--- config.mk ---
export PLATFORM = sky130hd
export DESIGN_NAME = cluster_clkrst_seq_flat
export DESIGN_NICKNAME = d
export VERILOG_FILES = /design/src/rtl/cluster_seq_pkg.sv /design/src/rtl/cluster_clkrst_seq_if.sv /design/src/rtl/cluster_seq_timer.sv /design/src/rtl/cluster_clkrst_seq.sv /design/src/flat_wrapper.sv
export SDC_FILE = /design/constraint.sdc
export NUM_CORES = 1
export LEC_CHECK = 0
export CAP_MARGIN = 20
export CORE_MARGIN = 2
export CORE_UTILIZATION = 35
export CTS_BUF_LIST = sky130_fd_sc_hd__clkbuf_8 sky130_fd_sc_hd__clkbuf_16
export DETAILED_ROUTE_END_ITERATION = 7
export HOLD_SLACK_MARGIN = 0.02
export MAX_ROUTING_LAYER = met4
export PLACE_DENSITY = 0.53
export SYNTH_ARGS = -nofsm -noshare
export SYNTH_HDL_FRONTEND = slang
export SYNTH_SLANG_ARGS = --single-unit
--- constraint.sdc ---
create_clock -name gclk -period 6.1 [get_ports gclk]
set_clock_uncertainty 0.15 [all_clocks]
set_input_delay 1.22 -clock gclk [delete_from_list [all_inputs] [get_ports gclk]]
set_output_delay 1.22 -clock gclk [all_outputs]
set_load 0.01 [all_outputs]
--- src/rtl/cluster_seq_pkg.sv ---
// Shared types for the cluster clock/reset sequencer: FSM state, request priority, timer width.
package cluster_seq_pkg;

  localparam int unsigned SEQ_CNT_W = 8;

  typedef enum logic [2:0] {
    IDLE      = 3'd0,
    RAMP_UP   = 3'd1,
    RST_HOLD  = 3'd2,
    RUN       = 3'd3,
    WARM_RST  = 3'd4,
    DBG_INIT  = 3'd5,
    SHUT_HOLD = 3'd6,
    RAMP_DN   = 3'd7
  } seq_state_t;

  // Higher encoding wins when several RUN requests arrive together.
  typedef enum logic [1:0] {
    REQ_NONE = 2'd0,
    REQ_DBG  = 2'd1,
    REQ_WARM = 2'd2,
    REQ_SHUT = 2'd3
  } req_t;

  function automatic req_t pick_req(input logic shut, input logic warm, input logic dbg);
    if (shut) return REQ_SHUT;
    if (warm) return REQ_WARM;
    if (dbg)  return REQ_DBG;
    return REQ_NONE;
  endfunction

endpackage

--- src/rtl/cluster_clkrst_seq_if.sv ---
// Request/status bundle between the chip controller (master) and the clock/reset sequencer (slave).
interface cluster_clkrst_seq_if #(
  parameter int unsigned N = 4
);
  logic         pwr_on_req;
  logic         shutdown_req;
  logic         warm_rst_req;
  logic         dbg_req;
  logic [N-1:0] cluster_mask;
  logic [N-1:0] cluster_cken;
  logic         grst_l;
  logic         gdbginit_l;
  logic         seq_busy;
  logic         seq_done;

  modport master (
    output pwr_on_req, shutdown_req, warm_rst_req, dbg_req, cluster_mask,
    input  cluster_cken, grst_l, gdbginit_l, seq_busy, seq_done
  );

  modport slave (
    input  pwr_on_req, shutdown_req, warm_rst_req, dbg_req, cluster_mask,
    output cluster_cken, grst_l, gdbginit_l, seq_busy, seq_done
  );
endinterface

--- src/rtl/cluster_seq_timer.sv ---
// Loadable down-counter that saturates at zero; times stagger and hold intervals.
module cluster_seq_timer
  import cluster_seq_pkg::*;
#(
  parameter int unsigned CNT_W = SEQ_CNT_W
) (
  input  logic             clk,
  input  logic             rst,
  input  logic             load,
  input  logic [CNT_W-1:0] load_val,
  output logic             zero_c
);

  logic [CNT_W-1:0] cnt;

  always_ff @(posedge clk) begin
    if (rst) begin
      cnt <= '0;
    end else if (load) begin
      cnt <= load_val;
    end else if (cnt != '0) begin
      cnt <= cnt - CNT_W'(1);
    end
  end

  assign zero_c = (cnt == '0);

endmodule

--- src/rtl/cluster_clkrst_seq.sv ---
// Chip-level cluster clock/reset sequencer: staggered clock ramp, global reset/debug-init episodes, shutdown.
// Build option: define CLUSTER_SEQ_DBGINIT_EN to enable the debug-init episode.
module cluster_clkrst_seq
  import cluster_seq_pkg::*;
#(
  parameter int unsigned NUM_CLUSTERS = 4,
  parameter int unsigned STAGGER_CYC  = 4,
  parameter int unsigned RST_HOLD_CYC = 16,
  parameter int unsigned CNT_W        = SEQ_CNT_W
) (
  input  logic                gclk,
  input  logic                rst,
  cluster_clkrst_seq_if.slave bus
);

  localparam int unsigned SLOT_W = (NUM_CLUSTERS > 1) ? $clog2(NUM_CLUSTERS) : 1;
  localparam logic [SLOT_W-1:0] LAST_SLOT = SLOT_W'(NUM_CLUSTERS - 1);
  localparam logic [CNT_W-1:0]  STG_LD    = CNT_W'(STAGGER_CYC - 1);
  localparam logic [CNT_W-1:0]  HOLD_LD   = CNT_W'(RST_HOLD_CYC - 1);
  // Shutdown spends one cycle before dropping grst_l and one cycle handing over to RAMP_DN.
  localparam logic [CNT_W-1:0]  SHUT_LD   = CNT_W'(RST_HOLD_CYC - 2);

`ifdef CLUSTER_SEQ_DBGINIT_EN
  localparam logic WARM_DBG_L = 1'b1;
  logic dbg_c;
  assign dbg_c = bus.dbg_req;
`else
  // Without the debug-init episode gdbginit_l tracks grst_l and dbg_req is ignored.
  localparam logic WARM_DBG_L = 1'b0;
  logic dbg_c;
  assign dbg_c = 1'b0 & bus.dbg_req;
`endif

  seq_state_t              state;
  logic [SLOT_W-1:0]       slot;
  logic                    fin;
  logic [NUM_CLUSTERS-1:0] mask_q;
  logic [NUM_CLUSTERS-1:0] cken_q;
  logic                    grst_q;
  logic                    gdbg_q;
  logic                    busy_q;
  logic                    done_q;

  logic                    tmr_load_c;
  logic [CNT_W-1:0]        tmr_val_c;
  logic                    tmr_zero_c;
  req_t                    req_c;

  assign req_c = pick_req(bus.shutdown_req, bus.warm_rst_req, dbg_c);

  cluster_seq_timer #(.CNT_W(CNT_W)) u_timer (
    .clk      (gclk),
    .rst      (rst),
    .load     (tmr_load_c),
    .load_val (tmr_val_c),
    .zero_c   (tmr_zero_c)
  );

  // Timer reloads: every interval ends on zero, so IDLE and RUN always see an idle timer.
  always_comb begin
    tmr_load_c = 1'b0;
    tmr_val_c  = '0;
    case (state)
      RAMP_UP: begin
        if (tmr_zero_c) begin
          tmr_load_c = 1'b1;
          tmr_val_c  = fin ? HOLD_LD : STG_LD;
        end
      end
      RAMP_DN: begin
        if (tmr_zero_c && !fin) begin
          tmr_load_c = 1'b1;
          tmr_val_c  = STG_LD;
        end
      end
      SHUT_HOLD: begin
        if (tmr_zero_c && !fin) begin
          tmr_load_c = 1'b1;
          tmr_val_c  = SHUT_LD;
        end
      end
      RUN: begin
        if (req_c == REQ_WARM || req_c == REQ_DBG) begin
          tmr_load_c = 1'b1;
          tmr_val_c  = HOLD_LD;
        end
      end
      default: ;
    endcase
  end

  // Sequencer FSM with registered outputs; fin marks "last slot done" for ramps and "reset dropped" for shutdown.
  always_ff @(posedge gclk) begin
    if (rst) begin
      state  <= IDLE;
      slot   <= '0;
      fin    <= 1'b0;
      mask_q <= '0;
      cken_q <= '0;
      grst_q <= 1'b0;
      gdbg_q <= 1'b0;
      busy_q <= 1'b0;
      done_q <= 1'b0;
    end else begin
      case (state)
        IDLE: begin
          if (bus.pwr_on_req) begin
            mask_q <= bus.cluster_mask;
            slot   <= '0;
            fin    <= 1'b0;
            busy_q <= 1'b1;
            state  <= RAMP_UP;
          end
        end
        RAMP_UP: begin
          if (tmr_zero_c) begin
            if (fin) begin
              fin   <= 1'b0;
              state <= RST_HOLD;
            end else begin
              cken_q[slot] <= mask_q[slot];
              if (slot == LAST_SLOT) fin <= 1'b1;
              else                   slot <= slot + SLOT_W'(1);
            end
          end
        end
        RST_HOLD, WARM_RST: begin
          if (tmr_zero_c) begin
            grst_q <= 1'b1;
            gdbg_q <= 1'b1;
            busy_q <= 1'b0;
            done_q <= 1'b1;
            state  <= RUN;
          end
        end
`ifdef CLUSTER_SEQ_DBGINIT_EN
        DBG_INIT: begin
          if (tmr_zero_c) begin
            gdbg_q <= 1'b1;
            busy_q <= 1'b0;
            done_q <= 1'b1;
            state  <= RUN;
          end
        end
`endif
        RUN: begin
          case (req_c)
            REQ_SHUT: begin
              fin    <= 1'b0;
              busy_q <= 1'b1;
              done_q <= 1'b0;
              state  <= SHUT_HOLD;
            end
            REQ_WARM: begin
              grst_q <= 1'b0;
              gdbg_q <= WARM_DBG_L;
              busy_q <= 1'b1;
              done_q <= 1'b0;
              state  <= WARM_RST;
            end
`ifdef CLUSTER_SEQ_DBGINIT_EN
            REQ_DBG: begin
              gdbg_q <= 1'b0;
              busy_q <= 1'b1;
              done_q <= 1'b0;
              state  <= DBG_INIT;
            end
`endif
            default: ;
          endcase
        end
        SHUT_HOLD: begin
          if (tmr_zero_c) begin
            if (fin) begin
              fin   <= 1'b0;
              slot  <= LAST_SLOT;
              state <= RAMP_DN;
            end else begin
              grst_q <= 1'b0;
              gdbg_q <= 1'b0;
              fin    <= 1'b1;
            end
          end
        end
        RAMP_DN: begin
          if (tmr_zero_c) begin
            if (fin) begin
              fin    <= 1'b0;
              busy_q <= 1'b0;
              state  <= IDLE;
            end else begin
              cken_q[slot] <= 1'b0;
              if (slot == '0) fin <= 1'b1;
              else            slot <= slot - SLOT_W'(1);
            end
          end
        end
        default: state <= IDLE;
      endcase
    end
  end

  assign bus.cluster_cken = cken_q;
  assign bus.grst_l       = grst_q;
  assign bus.gdbginit_l   = gdbg_q;
  assign bus.seq_busy     = busy_q;
  assign bus.seq_done     = done_q;

endmodule
--- src/flat_wrapper.sv ---
// flat-port wrapper written by rule: the top's interface ports become plain ports
module cluster_clkrst_seq_flat import cluster_seq_pkg::*;
#(
  parameter int unsigned NUM_CLUSTERS = 4,
  parameter int unsigned STAGGER_CYC  = 4,
  parameter int unsigned RST_HOLD_CYC = 16,
  parameter int unsigned CNT_W        = SEQ_CNT_W
)
  (gclk, rst, bus_pwr_on_req, bus_shutdown_req, bus_warm_rst_req, bus_dbg_req, bus_cluster_mask, bus_cluster_cken, bus_grst_l, bus_gdbginit_l, bus_seq_busy, bus_seq_done);
  cluster_clkrst_seq_if bus_i ();
  input  logic gclk;
  input  logic rst;
  input wire logic [$bits(bus_i.pwr_on_req)-1:0] bus_pwr_on_req;
  input wire logic [$bits(bus_i.shutdown_req)-1:0] bus_shutdown_req;
  input wire logic [$bits(bus_i.warm_rst_req)-1:0] bus_warm_rst_req;
  input wire logic [$bits(bus_i.dbg_req)-1:0] bus_dbg_req;
  input wire logic [$bits(bus_i.cluster_mask)-1:0] bus_cluster_mask;
  output wire logic [$bits(bus_i.cluster_cken)-1:0] bus_cluster_cken;
  output wire logic [$bits(bus_i.grst_l)-1:0] bus_grst_l;
  output wire logic [$bits(bus_i.gdbginit_l)-1:0] bus_gdbginit_l;
  output wire logic [$bits(bus_i.seq_busy)-1:0] bus_seq_busy;
  output wire logic [$bits(bus_i.seq_done)-1:0] bus_seq_done;
  assign bus_i.pwr_on_req = bus_pwr_on_req;
  assign bus_i.shutdown_req = bus_shutdown_req;
  assign bus_i.warm_rst_req = bus_warm_rst_req;
  assign bus_i.dbg_req = bus_dbg_req;
  assign bus_i.cluster_mask = bus_cluster_mask;
  assign bus_cluster_cken = bus_i.cluster_cken;
  assign bus_grst_l = bus_i.grst_l;
  assign bus_gdbginit_l = bus_i.gdbginit_l;
  assign bus_seq_busy = bus_i.seq_busy;
  assign bus_seq_done = bus_i.seq_done;
  cluster_clkrst_seq #(.NUM_CLUSTERS(NUM_CLUSTERS), .STAGGER_CYC(STAGGER_CYC), .RST_HOLD_CYC(RST_HOLD_CYC), .CNT_W(CNT_W)) u_core (.gclk(gclk), .rst(rst), .bus(bus_i));
endmodule
=== Word level (Yosys, flattened, before mapping) ===
Cells that the tools add are included.

* Add/subtract/negate cells: 3
* $lt $le $gt $ge: 2
* Equality and inequality tests: 27
* Muxes and demuxes: 76
* Bitwise operators: 2
* Reduce and logical (&&, ||, !) cells: 26

{| class="wikitable"
|+ Operator list
! kind !! count
|-
| $pmux W8 S4 || 1
|-
| $mux W1 || 30
|-
| $mux W2 || 15
|-
| $mux W4 || 7
|-
| $mux W3 || 8
|-
| $mux W8 || 3
|-
| $ne A2 B1 Y1 const B || 9
|-
| $pmux W3 S6 || 1
|-
| $ne A2 B2 Y1 const B || 7
|-
| $reduce_and A6 Y1 || 2
|-
| $reduce_and A10 Y1 || 1
|-
| $reduce_and A5 Y1 || 2
|-
| $eq A3 B3 Y1 const B || 3
|-
| $reduce_and A9 Y1 || 1
|-
| $logic_not A8 Y1 || 1
|-
| $pmux W2 S4 || 1
|-
| $pmux W4 S2 || 1
|-
| $reduce_bool A4 Y1 || 2
|-
| $reduce_bool A8 Y1 || 1
|-
| $sub A8 B1 Y8 const B || 1
|-
| $eq A2 B2 Y1 const B || 3
|-
| $eq A3 B2 Y1 const B || 2
|-
| $pmux W1 S3 || 2
|-
| $pmux W3 S2 || 1
|-
| other kinds (26) || 31
|}

* Register bits: 25
* Output and inout bits: 8

=== Depth between registers and ports, before layout ===
* Word-level depth: 12
* Mapped depth: 8
* Mapped depth without buffers: 7

=== Modules after synthesis ===
From an unflattened synthesis, not the netlist that was laid out.

* Cells, all modules: 208
* Area, all modules: 1773.0 um2

{| class="wikitable"
|+ Modules (own cells, without submodules)
! module !! times used !! cells each !! area each (um2) !! seq. area each (um2)
|-
| cluster_clkrst_seq || 1 || 155 || 1297.5 || 340.3
|-
| cluster_seq_timer || 1 || 53 || 475.5 || 160.2
|}

=== Worst setup path before layout ===
Ideal clock, no wire load.

* Path kind: input-to-reg
* Start point: input port bus_pwr_on_req
* End point: register u_core.mask_q[0]
* Setup time: 0.128 ns
* Data arrival time: 2.079 ns
* Slack: 3.743 ns
* Stages: 4
* Path buffers: 0
* Path through: a2111o_1 > nand4_1 > mux2i_1 > nor2_1

* Cells in the longest elaborated chain, start to end: 1

{| class="wikitable"
|+ Ends and longest elaborated chain
! what !! line !! RTL
|-
| start, declared || flat_wrapper.sv:13 || <nowiki>input wire logic [$bits(bus_i.pwr_on_req)-1:0] bus_pwr_on_req;</nowiki>
|-
| $reduce_and A2 Y1 (no source line) || -- ||
|-
| end signal, assigned || cluster_clkrst_seq.sv:108 || <nowiki>mask_q <= bus.cluster_mask;</nowiki>
|-
| end, declared || cluster_clkrst_seq.sv:37 || <nowiki>logic [NUM_CLUSTERS-1:0] mask_q;</nowiki>
|}

Every way passes these cells.
A chain may end at the register's enable or synchronous reset.

=== Worst setup path in the final report ===
* Start point: input port bus_shutdown_req
* End point: register u_core.grst_q, in the netlist u_core.bus.grst_l

* Cells in the longest elaborated chain, start to end: 5

{| class="wikitable"
|+ Ends and longest elaborated chain
! what !! line !! RTL
|-
| start, declared || flat_wrapper.sv:14 || <nowiki>input wire logic [$bits(bus_i.shutdown_req)-1:0] bus_shutdown_req;</nowiki>
|-
| $mux W1 || cluster_seq_pkg.sv:26 || <nowiki>if (shut) return REQ_SHUT;</nowiki>
|-
| $mux W2 || cluster_seq_pkg.sv:27 || <nowiki>if (warm) return REQ_WARM;</nowiki>
|-
| $eq A2 B2 Y1 || cluster_clkrst_seq.sv:147 || <nowiki>case (req_c)</nowiki>
|-
| $ne A2 B1 Y1 (no source line) || -- ||
|-
| $reduce_and A5 Y1 (no source line) || -- ||
|-
| end signal, assigned || cluster_clkrst_seq.sv:129 || <nowiki>grst_q <= 1'b1;</nowiki>
|-
| end signal, assigned || cluster_clkrst_seq.sv:155 || <nowiki>grst_q <= 1'b0;</nowiki>
|-
| end signal, assigned || cluster_clkrst_seq.sv:179 || <nowiki>grst_q <= 1'b0;</nowiki>
|-
| end, declared || cluster_clkrst_seq.sv:39 || <nowiki>logic grst_q;</nowiki>
|}

Every way passes these cells.

==> impl_metrics.json <==
{
  "cp-end-kind": "register",
  "io_buffer_count": 16,
  "fin_util_pct": 41.72,
  "cts_tree": "done",
  "num_vias": 1348,
  "max_stage_delay_ps": 450,
  "synth_ff_type": "dfxtp_1",
  "required_ps": 6070,
  "arrival_ps": 2700,
  "crit_top_cell": "a211oi_1",
  "yosysWarnings": 0,
  "grt_pass1_wl_um": 5802,
  "cpMaxStageDelayCell": "clkdlybuf4s50_1",
  "start_util_pct": 36.66,
  "finalCriticalPeriod_ps": 2735,
  "synthTopCellsByCount": "28 x nor2_1, 25 x dfxtp_1, 15 x a21oi_1",
  "area.growth.synth_to_final_pct": 13.79,
  "dp_cells": 237,
  "ys_top_cells_by_area": "dfxtp_1 34%, nor2_1 7.1%, mux2i_1 6.7%",
  "cts.sink_count": 25,
  "antenna_found_initial": 0,
  "hold_viol_final": 0,
  "cts_buffer_depth": 2,
  "synthCells": 184,
  "fmaxAchievable_ghz": 0.3657,
  "htreeDepth": 1,
  "timing.critical_path.from_type": "primary input",
  "grt_overflow_total": 0,
  "die_area_um2": 4788,
  "post-cts-setup-buffer-count": 0,
  "ant_nets": 0,
  "hold_class": "reg2reg",
  "drv_slew": 0,
  "coreArea_um2": 4058,
  "cp-startpoint": "bus_shutdown_req",
  "drt_iter0_markers": 34,
  "max-slew-margin-rel_pct": 41.05,
  "synth_top_area_share_pct": 33.64,
  "drc": 0,
  "ys_async_sr_fraction_pct": 0,
  "setup_viol": 0,
  "grt_pass1_vias": 1280,
  "first_pass_iters": 4,
  "worstMarginPinSlew_ps": 881.5,
  "reg2reg_from": "u_core.state[0]",
  "critPathKind": "in2reg",
  "die_w_um": 69.20,
  "fillers": 409,
  "fin_crit_sh_pct": 44.83,
  "nNetsFinal": 203,
  "fin_cells": 241,
  "rsz0062_at_grt": "no",
  "routedWlPerCell_um": 13.95,
  "cts-root-buf": "clkbuf_8",
  "syn_nets": 195,
  "synth_area_per_cell_um2": 8.085,
  "status": "finished clean",
  "drv_cap": 0,
  "dp_hpwl_um": 2392,
  "whs_ps": 336.5,
  "grt_max_degree": 25,
  "clk_latency_ps": 270,
  "netlist_area_um2": 1488,
  "viasPerCell": 5.593,
  "layout-drive-gt1-share_pct": 5.759,
  "peakVddDrop_mv": 0.1245,
  "holdBufCountCts": 0,
  "synth-edff-count": 0,
  "critical_path.max_fanout": 6,
  "gp_congestion": 0.7839,
  "yosysMostFrequentCell": "nor2_1",
  "cts_inserted_buffers": 3,
  "cts_resized": 0,
  "ys_ff_latch": 25,
  "fin_setup_tns_ps": 0,
  "leakagePower_nw": 0.5857,
  "p_per_area_nw_per_um2": 401.9,
  "fp.dieH_um": 69.20,
  "fp-row-count": 23,
  "synth_cell_types": 51,
  "routed_wl_um": 3361,
  "grt.total_usage_pct": 14.89,
  "dpl_worst_slack_ps": 3069,
  "timing.final.ws_setup_ps": 3365,
  "io_pins": 18,
  "n_antenna_cell": 0,
  "yosysTopAreaCell": "dfxtp_1",
  "crit_chain": "clkdlybuf4s50_1, nand3b_1, nor2_1, a21oi_1, a211oi_1, a211oi_1",
  "path_clk_slew_ps": 100,
  "yosysSeqAreaShare_pct": 33.64,
  "hp-start": "u_core.bus.cluster_cken[3]"
}
-- kinds of logic (layout without fill, tap and decap cells) --
family                   Yosys count  in the layout  share of synthesized area, %
AND/OR/NAND/NOR                   70             70                         24.39
adder cells (fa/ha/maj)            1              1                        0.8409
multiplexers                      11             11                         8.242
buffers and inverters             18             25                         5.550
XOR/XNOR                           5              5                         2.944
AO/OA/AOI/OAI                     54             54                         24.39
flip-flops                        25             25                         33.64
-- final timing paths --
kind / cells past startpoint / end / slack, ps
min reg2reg: 2 / u_core.bus.cluster_cken[3] / 340
min: 2 / u_core.bus.cluster_cken[3] / 340
max: 6 / u_core.bus.grst_l / 3370
max reg2reg: 5 / u_core.mask_q[0] / 3540
-- sequential cells by signal, summed over array words and instances (netlist names) --
register	count
u_core.slot	2
u_core.bus.seq_done	1
u_core.u_timer.cnt	8
u_core.state	3
u_core.mask_q	4
u_core.fin	1
u_core.bus.seq_busy	1
u_core.bus.cluster_cken	4
u_core.bus.grst_l	1
-- cell usage in the layout, fill, tap and decap left out, drive strengths merged, types with 2 or more instances in the layout --
cell type / n
or3: 4
dfxtp: 25
clkinv: 2
clkbuf: 3
nor2: 29
or4b: 2
nand3: 2
o21ai: 10
nand2b: 3
nand2: 10
a21oi: 15
nor3b: 5
clkdlybuf4s50: 16
a32oi: 2
inv: 4
o211ai: 4
a211oi: 5
a2111o: 2
a311oi: 2
mux2i: 10
nor3: 6
a21boi: 2
o22ai: 2
xor2: 4
-- metrics by stage --
stage / cell area [um^2] / power (W)
2_1_floorplan: 1488 / 0.0005191
3_3_place_gp: 1647 / 0.0005730
3_5_place_dp: 1647 / 0.0005828
4_1_cts: 1693 / 0.0006862
5_1_grt: 1693 / 0.0007401
6_report: 1693 / 0.0006803
-- where the power goes --
group	total, W	switching, W	internal (W)
Clock	0.000101	0.0000552	0.0000457
Sequential	0.000251	0.0000515	0.000200
Combinational	0.000328	0.000183	0.000145
-- routing by layer --
layer  wire (um)  GRT usage [%]
met1        1660          19.35
met2        1571          23.93
met3         105          2.762
met4          24          3.922
met5           0              -
-- worst max-delay path: cells and delay by family --
family	cells	cell delay [ps]
simple gates	2	600
buf+inv	1	450
compound gates	3	430
-- cell type report --
type	count	area (um^2)	share of cell area, %
Sequential cell	25	500.5	29.56
Tap cell	50	62.56	3.695
Clock buffer	3	41.29	2.439
Inverter	5	18.77	1.109
Clock inverter	1	5.005	0.2956
Timing Repair Buffer	16	160.2	9.461
Multi-Input combinational cell	141	904.6	53.44
(Power assumes the default switching activity.)
